## config.mk

```make
export PLATFORM = sky130hd
export DESIGN_NAME = pht_ctr_update_ctrl
export DESIGN_NICKNAME = d
export VERILOG_FILES = /design/src/rtl/pht_ctr_update_ctrl.sv
export SDC_FILE = /design/constraint.sdc
export NUM_CORES = 1
export LEC_CHECK = 0
export BUFFER_PORTS_ARGS = -buffer_cell sky130_fd_sc_hd__buf_2
export CAP_MARGIN = 20
export CORE_ASPECT_RATIO = 1.25
export CORE_UTILIZATION = 52
export DETAILED_ROUTE_END_ITERATION = 10
export GPL_ROUTABILITY_DRIVEN = 0
export PLACE_DENSITY_LB_ADDON = 0.08
export REMOVE_ABC_BUFFERS = 1
export SLEW_MARGIN = 20
export SYNTH_ARGS = -nofsm -noshare
export SYNTH_HDL_FRONTEND = slang
export SYNTH_SLANG_ARGS = --single-unit
export TNS_END_PERCENT = 20
```

## constraint.sdc

```tcl
create_clock -name clock -period 3.5 [get_ports clock]
set_input_delay 1.05 -clock clock [delete_from_list [all_inputs] [get_ports clock]]
set_output_delay 1.05 -clock clock [all_outputs]
set_load 0.02 [all_outputs]
```

## src/rtl/pht_ctr_update_ctrl.sv

```systemverilog
`default_nettype none
// ============================================================================
//  Module      : pht_ctr_update_ctrl
//  Description : Front-end controller for a DEPTH x CTR_W pattern-history
//                SRAM (1R + 1 masked W, 1-cycle registered-address read).
//                After reset it sweeps every entry to INIT_VAL, then serves
//                prediction lookups and read-modify-write updates of
//                saturating counters. A one-entry write bypass makes results
//                independent of the macro's read-during-write behaviour.
//
//  Ports       : clock, reset                 - clock / sync active-high reset
//                init_done                    - table sweep complete
//                pred_req_* / pred_resp_*     - lookup request / response
//                upd_valid/idx/taken/ready    - counter update request
//                sram_r_* / sram_w_*          - SRAM macro read / write ports
//
//  Revision    : 1.0  initial release
// ============================================================================
module pht_ctr_update_ctrl #(
    parameter int DEPTH    = 512,
    parameter int IDX_W    = 9,
    parameter int CTR_W    = 2,
    parameter int INIT_VAL = 2
) (
    input  logic             clock,
    input  logic             reset,
    output logic             init_done,

    input  logic             pred_req_valid,
    input  logic [IDX_W-1:0] pred_req_idx,
    output logic             pred_req_ready,
    output logic             pred_resp_valid,
    output logic [CTR_W-1:0] pred_resp_ctr,

    input  logic             upd_valid,
    input  logic [IDX_W-1:0] upd_idx,
    input  logic             upd_taken,
    output logic             upd_ready,

    output logic             sram_r_en,
    output logic [IDX_W-1:0] sram_r_addr,
    input  logic [CTR_W-1:0] sram_r_data,
    output logic             sram_w_en,
    output logic [IDX_W-1:0] sram_w_addr,
    output logic [CTR_W-1:0] sram_w_data,
    output logic             sram_w_mask
);

    localparam logic [CTR_W-1:0] C_INIT = CTR_W'(INIT_VAL);
    localparam logic [CTR_W-1:0] C_MAX  = {CTR_W{1'b1}};
    localparam logic [CTR_W-1:0] C_ZERO = '0;
    localparam logic [IDX_W-1:0] C_LAST = IDX_W'(DEPTH - 1);

    typedef enum logic [0:0] {
        ST_INIT = 1'b0,
        ST_RUN  = 1'b1
    } state_t;

    state_t           state_q;
    logic [IDX_W-1:0] ptr_q;

    // Read issued last cycle: which requester owns the returning data.
    logic             rd_pred_q;
    logic             rd_upd_q;     // doubles as the U1 valid
    logic [IDX_W-1:0] rd_idx_q;
    logic             u1_taken_q;

    // Write issued last cycle, replayed over stale SRAM read data.
    logic             byp_valid_q;
    logic [IDX_W-1:0] byp_idx_q;
    logic [CTR_W-1:0] byp_data_q;

    // Address/data hold registers so the SRAM buses are stable while idle.
    logic [IDX_W-1:0] r_addr_q;
    logic [IDX_W-1:0] w_addr_q;
    logic [CTR_W-1:0] w_data_q;

    logic             w_run;
    logic             w_pred_fire;
    logic             w_upd_fire;
    logic [IDX_W-1:0] w_rd_idx;
    logic [CTR_W-1:0] w_rdata;
    logic [CTR_W-1:0] w_new;
    logic [IDX_W-1:0] w_wr_addr;
    logic [CTR_W-1:0] w_wr_data;

    // ------------------------------------------------------------------------
    // Handshakes and read-port arbitration. Everything is gated by reset so
    // the reset cycle itself issues no traffic, even from the RUN state.
    // ------------------------------------------------------------------------
    assign w_run          = (state_q == ST_RUN);
    assign init_done      = w_run & ~reset;
    assign pred_req_ready = init_done;
    assign upd_ready      = init_done & ~pred_req_valid;

    assign w_pred_fire    = init_done & pred_req_valid;
    assign w_upd_fire     = upd_valid & upd_ready;
    assign w_rd_idx       = pred_req_valid ? pred_req_idx : upd_idx;

    assign sram_r_en      = w_pred_fire | w_upd_fire;
    assign sram_r_addr    = sram_r_en ? w_rd_idx : r_addr_q;

    // Returning data is stale if the previous cycle wrote the same entry.
    assign w_rdata = (byp_valid_q && (byp_idx_q == rd_idx_q)) ? byp_data_q
                                                              : sram_r_data;

    assign pred_resp_valid = rd_pred_q & ~reset;
    assign pred_resp_ctr   = w_rdata;

    // ------------------------------------------------------------------------
    // U1: saturating counter update
    // ------------------------------------------------------------------------
    always_comb begin
        w_new = w_rdata;
        if (u1_taken_q) begin
            if (w_rdata != C_MAX) w_new = w_rdata + CTR_W'(1);
        end else begin
            if (w_rdata != C_ZERO) w_new = w_rdata - CTR_W'(1);
        end
    end

    // Write port: init sweep in INIT, U1 write-back in RUN (never both,
    // since reset clears U1 and U1 only fills in RUN).
    assign w_wr_addr   = w_run ? rd_idx_q : ptr_q;
    assign w_wr_data   = w_run ? w_new    : C_INIT;
    assign sram_w_en   = ~reset & (~w_run | rd_upd_q);
    assign sram_w_addr = sram_w_en ? w_wr_addr : w_addr_q;
    assign sram_w_data = sram_w_en ? w_wr_data : w_data_q;
    assign sram_w_mask = sram_w_en;

    // ------------------------------------------------------------------------
    // Control state (reset)
    // ------------------------------------------------------------------------
    always_ff @(posedge clock) begin
        if (reset) begin
            state_q     <= ST_INIT;
            ptr_q       <= '0;
            rd_pred_q   <= 1'b0;
            rd_upd_q    <= 1'b0;
            byp_valid_q <= 1'b0;
        end else begin
            case (state_q)
                ST_INIT: begin
                    ptr_q <= ptr_q + IDX_W'(1);
                    if (ptr_q == C_LAST) state_q <= ST_RUN;
                end
                default: state_q <= ST_RUN;
            endcase
            rd_pred_q   <= w_pred_fire;
            rd_upd_q    <= w_upd_fire;
            byp_valid_q <= sram_w_en;
        end
    end

    // ------------------------------------------------------------------------
    // Datapath registers (qualified by their valids, no reset needed)
    // ------------------------------------------------------------------------
    always_ff @(posedge clock) begin
        if (sram_r_en) begin
            r_addr_q <= sram_r_addr;
            rd_idx_q <= w_rd_idx;
        end
        if (w_upd_fire) begin
            u1_taken_q <= upd_taken;
        end
        if (sram_w_en) begin
            w_addr_q   <= sram_w_addr;
            w_data_q   <= sram_w_data;
            byp_idx_q  <= sram_w_addr;
            byp_data_q <= sram_w_data;
        end
    end

endmodule
`default_nettype wire

```

# Word level (Yosys, flattened, before mapping)
# Index checks and enable logic that the tools add are counted.
[totals]
out_inout_bits = 29
wordCells = 41
input_bits = 25
register_bits = 43
[op_classes]
eq_ne = 3
n_reduce_logical = 2
mux = 12
addsub = 3
bitwise_logic = 11
[ops]
columns = ["op", "count"]
rows = [
  ["$mux 9", 4],
  ["$mux 2", 6],
  ["$add 9x1->9 const B", 1],
  ["$eq 9x9->1", 1],
  ["$eq 9x9->1 const B", 1],
  ["$and 1x1->1", 6],
  ["$not 1->1", 3],
  ["$add 2x1->2 const B", 1],
  ["$mux 1", 2],
  ["$ne 2x2->1 const B", 1],
  ["$or 1x1->1", 2],
  ["$reduce_bool 2->1", 1],
  ["$sub 2x1->2 const B", 1],
  ["$logic_and 1x1->1", 1],
]

# Longest topological paths before layout
# Gate-level depths: netlist (run 1).
[logic_depth]
ltp_word = 8
depth_mapped = 6
depth_no_buf = 6

# Worst setup path before layout (run 1)
# OpenSTA, ideal clock, no wires.
[synth_timing]
kind = "input to output"
start = "input port reset"
end = "output port sram_r_addr[1]"
t_required_ns = 2.450
n_path_buf = 0
slack_ns = 0.160
arrival_time_ns = 2.290
stages = 3
path_cell_list = "nand2b_1 > nor2_4 > mux2_1"
[synth_between]
elab_chain_cells = 6
elab_cells_between_ends = 7
cone_classes = "mux: 1; bitwise: 6"
[synth_rtl]
columns = ["item", "line", "source"]
rows = [
  ["start: declaration", "26", "input logic reset,"],
  ["$not 1->1 (*)", "92", "assign init_done = w_run & ~reset;"],
  ["$and 1x1->1 (*)", "92", ""],
  ["$and 1x1->1", "94", "assign upd_ready = init_done & ~pred_req_valid;"],
  ["$and 1x1->1", "97", "assign w_upd_fire = upd_valid & upd_ready;"],
  ["$or 1x1->1 (*)", "100", "assign sram_r_en = w_pred_fire | w_upd_fire;"],
  ["named net sram_r_en", "40", "output logic sram_r_en,"],
  ["$mux 9 (*)", "101", "assign sram_r_addr = sram_r_en ? w_rd_idx : r_addr_q;"],
  ["end: declaration", "41", "output logic [IDX_W-1:0] sram_r_addr,"],
]
# The timed path passes the listed nets; every way through them passes the cells marked *.

# Worst setup path after layout (run 1)
[layout_timing]
start = "input port pred_req_valid"
end = "output port sram_r_addr[2]"
[layout_between]
elab_chain_cells = 5
elab_cells_between_ends = 7
cone_classes = "mux: 2; bitwise: 5"
[layout_rtl]
columns = ["item", "line", "source"]
rows = [
  ["start: declaration", "29", "input logic pred_req_valid,"],
  ["$not 1->1", "94", ""],
  ["$and 1x1->1", "94", ""],
  ["$and 1x1->1", "97", ""],
  ["$or 1x1->1", "100", ""],
  ["$mux 9 (*)", "101", ""],
]
# Every way passes the cells marked *; elsewhere a longest branch is shown, timed or not.

==> results of run 1 <==
state kept, by name, indices dropped and copies added (netlist names):
| signal | count |
|---|---|
| byp_valid_q | 1 |
| w_addr_q | 9 |
| rd_pred_q | 1 |
| state_q | 1 |
| r_addr_q | 9 |
| w_data_q | 2 |
| u1_taken_q | 1 |
| rd_upd_q | 1 |
| rd_idx_q | 9 |
| ptr_q | 9 |
final cells by class:
type	count	share of cell area
clock buffer	6	0.0283
clock inverter	2	0.00293
inverter	3	0.00440
tap	54	0.0264
sequential	43	0.453
timing repair buffer	58	0.128
multi-input combinational	121	0.357
power groups by stage:
stage / logic [mW] / clock network [mW] / registers (mW)
floorplan: 0.0584 / 0 / 0.575
global placement: 0.0961 / 0 / 0.576
detailed placement: 0.101 / 0 / 0.577
CTS: 0.101 / 0.306 / 0.565
global route: 0.109 / 0.326 / 0.567
finish: 0.100 / 0.297 / 0.565
worst max-delay path, delay by kind of cell:
family | cells | cell delay [ps]
muxes | 1 | 360
buffers and inverters | 3 | 620
and+or+nand+nor | 2 | 250
cells in the mapped netlist (all sizes together), types with 3 or more instances:
master,instances
mux2,20
a21oi,13
xor2,4
nor3,3
and2,3
xnor2,11
o21ai,3
edfxtp,30
nand3,4
nor2,25
mux2i,10
inv,3
nand2,4
dfxtp,13
buf,7
nor2b,3
final timing paths:
kind,from,endpoint,cells after the start
max,pred_req_valid,sram_r_addr[2],6
min,rd_upd_q$_SDFF_PP0_,byp_valid_q$_SDFF_PP0_,2
max reg2reg,state_q$_SDFF_PP0_,r_addr_q[3]$_DFFE_PN_,4
min reg2reg,rd_upd_q$_SDFF_PP0_,byp_valid_q$_SDFF_PP0_,2
cells by family (layout without fill, tap and decap cells):
logic type,after synthesis,count (layout),share of synthesized area
compound gates,23,23,0.0671
xor+xnor,15,15,0.0618
fa+ha+maj,3,3,0.0165
buf+inv,11,69,0.0259
flops,43,43,0.546
mux,30,30,0.153
simple gates,50,50,0.129
stage by stage:
step	hold WS, ps	utilization	TNS (ps)	worst slack [ps]
3_5_place_dp	517	0.645	0	144
3_3_place_gp	506	0.645	0	189
5_1_grt	571	0.666	0	81.6
6_report	528	0.666	0	167
4_1_cts	529	0.666	0	137
2_1_floorplan	444	-	-16360	-1100
cells in the final DEF (no fill, tap or decap), types with 2 or more instances in the layout:
cell      Yosys  routed
a21oi_1      13      12
and2_1        3       3
and3_1        2       2
buf_12        0       2
buf_2         5      53
buf_4         2       3
clkbuf_8      0       5
clkinv_1      0       2
dfxtp_1      13      13
edfxtp_1     30      30
ha_1          2       2
inv_1         2       2
mux2_1       13      13
mux2_2        7       7
mux2i_1      10      10
nand2_1       4       4
nand3_1       4       4
nand4_2       2       2
nor2_1       24      24
nor2b_1       3       3
o21ai_1       2       2
xnor2_1      11      11
xor2_1        4       4
metal layers:
layer	share of wire	GRT usage	wire, microns	vias up
li1	-	-	-	743
met1	0.39	0.189	1560	721
met2	0.55	0.358	2200	38
met3	0.039	0.0581	155	11
met4	0.026	0.0979	104	0
met5	0	0	0	-
==> summary.md, run 1 <==
| Metric | Value |
|---|---|
| FF-to-FF setup slack | `1710 ps` |
| Layout fillers | `318` |
| FP Rows | `25` |
| Post-route minimum period | `3330 ps` |
| DRT Pass-1 Iters | `4` |
| Avg WL per Cell | `14.0 microns` |
| Fraction of registers with async set/reset | `0` |
| NetSw | `227 uW` |
| CP max stage cell | `mux2_2` |
| Diode count | `0` |
| Max Freq | `0.300 GHz` |
| Synth Register Bits | `43` |
| CP required | `2450 ps` |
| CTS Root Cell | `clkbuf_8` |
| Cts repair resizes | `0` |
| Combinational power share | `0.104` |
| Nets | `259` |
| Die Y | `73.5 microns` |
| CP max stage delay | `360 ps` |
| Final period util | `0.952` |
| Worst skew pair latency | `290 ps` |
| Layout cells sized above 1 | `0.339` |
| Cts hold-fix bufs | `0` |
| Area of the multi-input gates | `913 sq um` |
| Mapped Area | `0.00213 sq mm` |
| Setup bufs post-CTS | `0` |
| Avg Cell Area, Syn | `12.1 sq um` |
| Unrepaired setup endpoints after global routing | `false` |
| Synth cell types | `39` |
| Number of port buffers | `53` |
| Clk_skew | `6.34 ps` |
| DP Wirelength | `3060 microns` |
| First-pass GRT wire length | `6070 microns` |
| Slew margin rel. | `0.723` |
| Vias per cell | `5.27` |
| Status | `finished clean` |
| Top cell type's share of synthesized area | `0.424` |
| VDD IR-drop max | `0.000259 V` |
| CTS tree | `done` |
| Routed WL | `4010 microns` |
| Final antenna-violating net count | `0` |
| H-Tree Depth | `2` |
| Post-synthesis sequential area ratio | `0.546` |
| Pint | `735 uW` |
| Overall routing resource usage | `0.194` |
| Area contributors post-synth | `edfxtp_1 42%, dfxtp_1 12%, mux2_1 6.9%` |
| CTS max path bufs | `2` |
| Design Area, Final | `0.00256 sq mm` |
| CP endpoint kind | `primary output` |
| Power per standard cell area | `376 mW/mm^2` |
| Switching Share | `0.236` |
| Max-cap viol count | `0` |
| # setup viols final | `0` |
| Via count | `1,513` |
| Initial Util | `0.553` |
| YS warnings | `0` |
| Leak Pwr | `0.983 nW` |
| Residual DRC | `0` |
| Cts bufs inserted | `5` |
| Core Area | `0.00385 sq mm` |
| HP Class | `reg2reg` |
| Critical path arrival | `2280 ps` |
| Total Power | `962 uW` |
| Least-Margin Pin Slew | `411 ps` |
| Most common cell on crit path | `buf_2` |
| Grt total ovfl | `0` |
| Clock slew at reported path FFs | `80 ps` |
| Startpoint Class | `input port` |
| Number of flops mapped to enable cells by yosys | `30` |
| Yosys top cell by area | `edfxtp_1` |
| Most common flop cell mapped by yosys | `edfxtp_1` |
| Die X | `59.2 microns` |
| Total die area | `0.00435 sq mm` |
| Io pins | `54` |
| Clock group share of total power | `0.308` |
| Post-Synthesis Cells | `175` |
| Initial DRC count | `30` |
| Placed cell count | `279` |
| Ordered cell list for the critical path | `buf_2, nor2_1, nor2_4, buf_12, mux2_2, buf_2` |
| Dpl cell area | `0.00248 sq mm` |
| Initial antenna violation count | `0` |
| Layout area overhead | `20.5%` |
| Kind of critical path | `in2out` |
| Final cell count without fillers | `287` |
| Sequential power share | `0.588` |
| Final Slew Violations | `0` |
| Clock sinks | `43` |
| Count of final hold-check violations | `0` |
| Register area | `0.00116 sq mm` |
| CP Max Fanout | `28` |
| Pin count of the biggest net entering global routing | `29` |
| Vias in the first global route | `1,427` |
Note: power is estimated with default switching activity, not from simulation.
==> run 2, diff against run 1 <==
==> constraint.sdc (replaced) <==
create_clock -name clock -period 4.24 [get_ports clock]
set_input_delay 1.272 -clock clock [delete_from_list [all_inputs] [get_ports clock]]
set_output_delay 1.272 -clock clock [all_outputs]
set_load 0.05 [all_outputs]
==> run 2 against run 1 <==
Effect of this change:
- non-clock buffer count down 1
- first-iteration DRC count up 120%
- clock-buffer cell count rose by 2
- setup slack better by 150 ps
- clock power shrank 17%
- critical path type unchanged
- largest power group unchanged
==> summary.md, run 2 (same netlist as run 1, synthesis figures left out) <==
| Metric | Value |
|---|---|
| CTS max path bufs | `2` |
| Layout fillers | `310` |
| Slew margin rel. | `0.737` |
| Initial DRC count | `65` |
| Avg WL per Cell | `13.2 microns` |
| Worst skew pair latency | `300 ps` |
| Clock group share of total power | `0.303` |
| Power per standard cell area | `321 mW/mm^2` |
| Cts bufs inserted | `5` |
| Total Power | `815 uW` |
| Setup bufs post-CTS | `0` |
| Post-route minimum period | `3930 ps` |
| H-Tree Depth | `2` |
| Final antenna-violating net count | `0` |
| Final Slew Violations | `0` |
| Hold path start | `rd_upd_q$_SDFF_PP0_` |
| CTS tree | `done` |
| Final period util | `0.926` |
| Initial Util | `0.553` |
| Kind of critical path | `in2out` |
| DRT Pass-1 Iters | `4` |
| Number of port buffers | `53` |
| VDD IR-drop max | `0.000233 V` |
| Clock slew at reported path FFs | `70 ps` |
| CP Max Fanout | `28` |
| Most frequent cells in the layout | `53 x buf_2, 30 x edfxtp_1, 24 x nor2_1` |
| Layout cells sized above 1 | `0.336` |
| Pint | `610 uW` |
| CP required | `2970 ps` |
| Vias in the first global route | `1,359` |
| Die Y | `73.5 microns` |
| Sequential power share | `0.573` |
| Core Area | `0.00385 sq mm` |
| FF-to-FF setup slack | `2500 ps` |
| Count of final hold-check violations | `0` |
| DP Wirelength | `2880 microns` |
| Overall routing resource usage | `0.191` |
| Least-Margin Pin Slew | `390 ps` |
| NetSw | `205 uW` |
| # setup viols final | `0` |
| Grt total ovfl | `0` |
| Io pins | `54` |
| Initial antenna violation count | `0` |
| Status | `finished clean` |
| CP endpoint kind | `primary output` |
| Hold_ws | `512 ps` |
| Die X | `59.2 microns` |
| Clock sinks | `43` |
| FP Rows | `25` |
| Hold endpoint | `byp_valid_q$_SDFF_PP0_` |
| Vias per cell | `5.20` |
| Layout area overhead | `19.5%` |
| Routed WL | `3780 microns` |
| Cts hold-fix bufs | `0` |
| Pin count of the biggest net entering global routing | `29` |
| First-pass GRT wire length | `5910 microns` |
| Max-cap viol count | `0` |
| Via count | `1,488` |
| Hold Path Cell Cnt | `2` |
| Worst reg2reg path depth | `4` |
| RR Endpoint | `r_addr_q[1]$_DFFE_PN_` |
| Cts repair resizes | `0` |
| Diode count | `0` |
| Startpoint Class | `input port` |
| HP Class | `reg2reg` |
| Nets | `258` |
| CTS Root Cell | `clkbuf_8` |
| Critical path arrival | `2660 ps` |
| Unrepaired setup endpoints after global routing | `false` |
| Leak Pwr | `0.973 nW` |
| Residual DRC | `0` |
| Worst flop-to-flop path startpoint | `state_q$_SDFF_PP0_` |
| Max Freq | `0.255 GHz` |
| Switching Share | `0.252` |
| Clk_skew | `5.04 ps` |
| Combinational power share | `0.124` |
| Total die area | `0.00435 sq mm` |
| Commonest non-fill, non-tap cell in the layout | `buf_2` |
==> run 2: cell types whose count changed in the layout (fill, tap and decap cells not counted) <==
cell / previous run / this run
clkinv_1: 2 / 0
buf_12: 2 / 1
clkbuf_1: 1 / 3
==> run 2: how the worst max path moves through the flow <==
stage,end,cells after the start,from,slack [ps]
global placement,sram_r_addr[7],6,reset,350
detailed placement,sram_r_addr[1],6,reset,310
global route,sram_w_data[0],7,reset,200
CTS,sram_r_addr[1],6,reset,310
floorplan,sram_w_addr[0],2,reset,-2200
finish,sram_r_addr[1],6,reset,310
==> run 2: layout make-up <==
cell class	count	area, sq um	area share
flip-flops and latches	43	1160	0.457
multi-input cells	121	913	0.359
repair buffers	57	308	0.121
clock buffers	8	80.1	0.0315
well taps	54	67.6	0.0266
inverters	3	11.3	0.00443
==> run 2: power by group through the flow <==
stage | Sequential [mW] | Combinational, mW | Clock [mW]
final | 0.467 | 0.101 | 0.247
after global routing | 0.468 | 0.109 | 0.275
after CTS | 0.467 | 0.103 | 0.257
after detailed placement | 0.476 | 0.102 | 0
after global placement | 0.476 | 0.0994 | 0
after floorplan | 0.475 | 0.0702 | 0
==> run 2: per-layer routing <==
layer	vias up	track usage	wire, microns
met4	0	0.106	85
met3	6	0.0475	160
li1	738	-	-
met1	701	0.203	1530
met5	-	0	0
met2	43	0.340	2000
==> run 2: critical path, cell delays in order <==
cell and delay, ps:
buf_2 190, nand2b_1 250, nor2_4 160, buf_12 190
mux2_1 360, buf_2 220
==> run 2: metrics by stage <==
step	area (sq um)	worst slack, ps	TNS, ps	util	instances
after floorplan	2080	-2200	-43690	-	167
after global placement	2460	354	0	0.640	278
after detailed placement	2460	308	0	0.640	278
after CTS	2540	305	0	0.660	286
after global routing	2540	201	0	0.660	286
final	2540	312	0	0.660	286
